$ cat src/rtl/servo_ramp_ctrl.sv
// rtl/servo_ramp_ctrl.sv - servo PWM generator with clamped, slew-limited width commands
module servo_ramp_ctrl #(
  parameter int W           = 10,
  parameter int FRAME_TICKS = 1000,
  parameter int MIN_PULSE   = 50,
  parameter int MAX_PULSE   = 100,
  parameter int CENTER      = 75,
  parameter int STEP        = 1
) (
  input  logic         clk,
  input  logic         rst,
  input  logic         tick_in,
  input  logic         en,
  input  logic         cmd_valid,
  input  logic [W-1:0] cmd_pos,
  output logic         cmd_ready,
  output logic         pwm_out,
  output logic [W-1:0] duty,
  output logic         busy,
  output logic         done
);

  typedef enum logic {IDLE, RAMP} state_t;

  localparam logic [W-1:0] MIN_W      = W'(MIN_PULSE);
  localparam logic [W-1:0] MAX_W      = W'(MAX_PULSE);
  localparam logic [W-1:0] CENTER_W   = W'(CENTER);
  localparam logic [W-1:0] STEP_W     = W'(STEP);
  localparam logic [W-1:0] FRAME_LAST = W'(FRAME_TICKS - 1);
  localparam logic [W-1:0] ONE_W      = W'(1);

  state_t         state, state_nx;
  logic           tick_d;
  logic [W-1:0]   frame_cnt;
  logic [W-1:0]   cur_width, cur_width_nx;
  logic [W-1:0]   target, target_nx;
  logic           done_nx;
  logic           tick_rise;
  logic           boundary;
  logic [W-1:0]   tgt_c;
  logic [W-1:0]   ramp_width;

  assign tick_rise = tick_in & ~tick_d;
  assign boundary  = en & tick_rise & (frame_cnt == FRAME_LAST);
  assign duty      = cur_width;

  always_comb begin
    tgt_c = cmd_pos;
    if (cmd_pos < MIN_W)
      tgt_c = MIN_W;
    else if (cmd_pos > MAX_W)
      tgt_c = MAX_W;
  end

  // One slew step toward target, landing exactly on it when closer than STEP.
  always_comb begin
    ramp_width = target;
    if (target > cur_width) begin
      if ((target - cur_width) > STEP_W)
        ramp_width = cur_width + STEP_W;
    end else if (cur_width > target) begin
      if ((cur_width - target) > STEP_W)
        ramp_width = cur_width - STEP_W;
    end
  end

  always_comb begin
    state_nx     = state;
    cur_width_nx = cur_width;
    target_nx    = target;
    done_nx      = 1'b0;
    cmd_ready    = 1'b0;
    busy         = 1'b0;
    case (state)
      IDLE: begin
        cmd_ready = 1'b1;
        if (cmd_valid) begin
          target_nx = tgt_c;
          if (tgt_c == cur_width)
            done_nx = 1'b1;
          else
            state_nx = RAMP;
        end
      end
      RAMP: begin
        busy = 1'b1;
        if (boundary) begin
          cur_width_nx = ramp_width;
          if (ramp_width == target) begin
            state_nx = IDLE;
            done_nx  = 1'b1;
          end
        end
      end
      default: state_nx = IDLE;
    endcase
  end

  always_ff @(posedge clk) begin
    if (!rst) begin
      state     <= IDLE;
      tick_d    <= 1'b0;
      frame_cnt <= '0;
      cur_width <= CENTER_W;
      target    <= CENTER_W;
      pwm_out   <= 1'b0;
      done      <= 1'b0;
    end else begin
      state     <= state_nx;
      tick_d    <= tick_in;
      cur_width <= cur_width_nx;
      target    <= target_nx;
      done      <= done_nx;
      pwm_out   <= en & (frame_cnt < cur_width);
      if (!en)
        frame_cnt <= '0;
      else if (tick_rise)
        frame_cnt <= (frame_cnt == FRAME_LAST) ? '0 : frame_cnt + ONE_W;
    end
  end

endmodule

$ cat config.mk
export PLATFORM = sky130hd
export DESIGN_NAME = servo_ramp_ctrl
export DESIGN_NICKNAME = d
export VERILOG_FILES = /design/src/rtl/servo_ramp_ctrl.sv
export SDC_FILE = /design/constraint.sdc
export NUM_CORES = 1
export LEC_CHECK = 0
export BUFFER_PORTS_ARGS = -buffer_cell sky130_fd_sc_hd__buf_2
export CAP_MARGIN = 20
export CORE_MARGIN = 1.5
export CORE_UTILIZATION = 45
export DETAILED_ROUTE_END_ITERATION = 7
export PLACE_DENSITY = 0.68
export SKIP_LAST_GASP = 1
export SLEW_MARGIN = 20
export SYNTH_ARGS = -nofsm -noshare
export SYNTH_HDL_FRONTEND = slang
export SYNTH_SLANG_ARGS = --single-unit
$ cat constraint.sdc
create_clock -name clk -period 3.35 [get_ports clk]
set_input_delay 0.1675 -clock clk [delete_from_list [all_inputs] [get_ports clk]]
set_output_delay 0.1675 -clock clk [all_outputs]
set_load 0.05 [all_outputs]
==> impl_summary.txt <==
----------------------------------------------------
[Synthesis]
  Average footprint of a synthesized cell ... approximately 7.4 um^2
  Leading cell types by count after synthesis ... 44 x sky130_fd_sc_hd__nor2_1, 41 x sky130_fd_sc_hd__nand2_1, 34 x sky130_fd_sc_hd__dfxtp_1, 32 x sky130_fd_sc_hd__ha_1, 31 x sky130_fd_sc_hd__a21oi_1
  Top-count cell post-synth ... sky130_fd_sc_hd__nor2_1
  Area fraction of the dominant cell type after synthesis ... 18.93%
  Seq/Total Area, Yosys ... between 10% and 20%
  Total number of yosys warnings ... 0
  Async set-or-reset flop fraction in the synthesized netlist ... 0%
  Number of synthesized register bits ... 34
  Dominant cell type by area after synthesis ... sky130_fd_sc_hd__dfxtp_1
  Net count of the mapped netlist ... around 540
  Synthesized instance count ... 489
  Count of different cell masters after synthesis ... 60
  EDFF count, synth ... 0
  Post-synthesis cell area ... roughly 3600 um^2
  Biggest area contributors in the synthesized netlist ... sky130_fd_sc_hd__dfxtp_1 19%, sky130_fd_sc_hd__ha_1 11%, sky130_fd_sc_hd__xnor2_1 5.4%
  Most used DFF post-synth ... sky130_fd_sc_hd__dfxtp_1

[Die]
  IO Count ... 29
  Core area ... 7727 um^2
  Die area ... between 8000 and 9000 um^2
  Standard-cell rows ... 32
  Chip width ... 92.39 um
  Initial core utilization ... 46.53%
  Chip Height ... 92.39 um

[Power]
  Register share of total power ... 32.8%
  Static Leakage ... 2.028 nW
  Internal power consumption ... 0.0008254 W
  Part of the power in the clock network ... 25.3%
  IR Drop Worst-Case VDD ... 0.0002310 V
  Share of total power in combinational logic ... between 40% and 50%
  Power dissipated by switching net loads ... roughly 0.00045 W
  P per Cell Area ... 267.5 nW/um^2
  Tot Pwr ... 0.001277 W
  Share of total power consumed by net switching ... between 30% and 40%

[Setup path]
  Worst reg2reg path depth ... 15
  Kind of critical path ... reg -> reg
  Family of cells with the greatest summed delay on the critical path ... simple AND/OR/NAND/NOR gates
  Startpoint type of the worst setup path ... register
  Most repeated library cell on the critical path ... sky130_fd_sc_hd__buf_6
  Crit path largest cell delay ... 540 ps
  Buffering stage count on the worst path with inverters included ... 3
  Req. time, crit path ... 3530 ps
  Worst Path Arrival ... 3610 ps
  Crit path depth ... 15
  Kind of end point of the critical path ... register
  Cell with the biggest individual delay on the critical path ... sky130_fd_sc_hd__or4_4
  Largest fanout of any net on the critical path ... 6
  Cells along the critical path ... buf_6 -> ha_4 -> fa_2 -> nand2b_4 -> a211oi_4 -> buf_6 -> o21bai_1 -> a21oi_2 -> nor2b_4 -> o21ai_4 -> buf_6 -> o211ai_1 -> a221oi_2 -> or4_4 -> and3_4

[CTS]
  CTS sink cnt ... 34
  Maximum number of buffers from clock root to sink ... 2
  Number of H-tree levels ... 2
  CTS tree ... yes
  Clock Pin Slew Worst Setup and Hold Paths ... ~80 ps
  Total of hold buffers inserted after clock tree synthesis ... 0
  Worst-Skew Late Latency ... around 290 ps
  CTS buffer count ... 5
  Cell at the root of the clock tree ... sky130_fd_sc_hd__clkbuf_8

[Global routing]
  Overflow left after global routing ... 0
  Most utilized layer in the global route result ... met2
  Grt met3 use ... 2.874%
  Aggregate global-route resource usage ... between 20% and 30%
  Vias in the first global route ... 3907
  Met1 global-route usage ... about 37%
  Pin count of the biggest net entering global routing ... 26
  First-pass GRT wire length ... a little under 20 mm
  Initial antenna violation count ... 0
  Routing usage on met2 ... 48.90%

[Timing]
  Maximum clock skew at final layout ... 7.647 ps
  Relative slew margins ... 49.12%
  Transition time at the pin with the least slew margin ... 756.3 ps
  Fin. max-slew vios ... 0
  Tmin final ... around 3400 ps
  Setup repair after global routing missed its margin ... true
  Highest clock rate ... 0.2915 GHz
  Number of setup violations in the final report ... 2
  Setup tns final ... -110.6 ps
  Worst-case setup margin in the final layout ... -80.74 ps
  Final cycle utilization of the critical path ... 102.4%
  Worst hold-check slack ... 94.62 ps
  Hold violation total from the final report ... 0

[Placed design]
  Minimum setup slack after placement ... -278.0 ps
  GPL Wtd Cong ... 1.008
  Number of port buffers ... 28
  DP Wirelength ... 8.802 mm

[Route]
  DRT antenna net count ... 0
  1st-pass router iterations ... 5
  Number of DRC violations after detailed routing ... 0
  Routed wire length ... 12.07 mm
  Avg WL per Cell ... between 15 and 20 um
  Initial drt markers ... slightly above 300
  Detailed-route via count ... roughly 4200
  Routed vias/inst ... 6.094

[Finish]
  Final Util ... between 60% and 70%
  Antenna Diode Count ... 0
  Fraction of final layout cells with drive strength greater than 1 ... 29.83%
  Nets@finish ... 628
  Area Growth Syn to Fin ... 32.74%

[Flow run]
  Count of maximum capacitance violations ... 0

[Min path]
  Worst min path class ... in -> reg
  Cell count of the worst hold path ... 2

[Outcome]
  Violations in the final reports ... negative setup slack
  Status ... finished, violations left

----------------------------------------------------
[layout by cell type, fill, tap and decap left out, types with 9 or more instances in the layout]
cell,netlist,routed
sky130_fd_sc_hd__buf_4,0,70
sky130_fd_sc_hd__dfxtp_1,34,20
sky130_fd_sc_hd__nand2_1,41,40
sky130_fd_sc_hd__buf_6,0,9
sky130_fd_sc_hd__o211ai_1,10,10
sky130_fd_sc_hd__xor2_1,13,13
sky130_fd_sc_hd__xnor2_1,22,22
sky130_fd_sc_hd__inv_1,29,23
sky130_fd_sc_hd__nor3_1,18,18
sky130_fd_sc_hd__ha_1,32,23
sky130_fd_sc_hd__a21oi_1,31,28
sky130_fd_sc_hd__nor2_1,44,41
sky130_fd_sc_hd__a21o_1,15,15
sky130_fd_sc_hd__nand3_1,17,17
sky130_fd_sc_hd__and3_1,10,9
sky130_fd_sc_hd__o221ai_1,9,9
sky130_fd_sc_hd__buf_2,6,28
sky130_fd_sc_hd__o21ai_0,23,18
sky130_fd_sc_hd__nand4_1,10,10
[power by group through the flow]
stage	clock, W	sequential [W]	combinational, W
6_report	0.000323	0.000419	0.000535
5_1_grt	0.000349	0.000420	0.000569
4_1_cts	0.000330	0.000418	0.000480
3_5_place_dp	0	0.000426	0.000418
3_3_place_gp	0	0.000426	0.000411
2_1_floorplan	0	0.000432	0.000267
[path summary, 6_finish.rpt]
check	start	to	slack (ps)
max	target[0]	state	-80
min	tick_in	tick_d	90
max reg2reg	target[0]	state	-80
min reg2reg	target[9]	target[9]	540
[sequential cells by signal (all words and copies together), names as in the netlist]
register and flops:
tick_d 1, pwm_out 1, state 1, duty 10
done 1, target 10, frame_cnt 10
[timing repair]
action | CTS | global route
buffers inserted | 15 | 1
pin swaps | 16 | 17
gates resized for setup | 36 | 24
endpoints found under the setup margin | 9 | 10
hold endpoints to repair | 0 | 0
[cells by family after synthesis]
logic type	after synthesis	synth area share [%]
compound gates	145	27.56
xor+xnor	35	8.525
fa+ha+maj	34	12.25
buf+inv	53	5.741
flops	34	18.93
mux	5	1.392
simple gates	183	25.61
[metrics by stage]
step                std cells  area (um^2)
floorplan                 489         3725
global placement          659         4339
detailed placement        659         4339
CTS                       681         4683
global route              682         4773
finish                    682         4773
[metal layers]
layer / vias to the layer above / share of wire (%)
li1: 1970 / -
met1: 1923 / 42
met2: 217 / 48
met3: 46 / 7.5
met4: 0 / 3.0
met5: - / 0
[cell type report]
| cell class | count | area (um^2) |
|---|---|---|
| Sequential cell | 34 | 718.2 |
| Clock inverter | 2 | 12.51 |
| Inverter | 29 | 116.4 |
| Fill cell | 639 | 2954 |
| Timing Repair Buffer | 107 | 767.0 |
| Multi-Input combinational cell | 402 | 2949 |
| Clock buffer | 6 | 82.58 |
| Tap cell | 102 | 127.6 |
No activity file was read; power rests on OpenSTA's default activity.
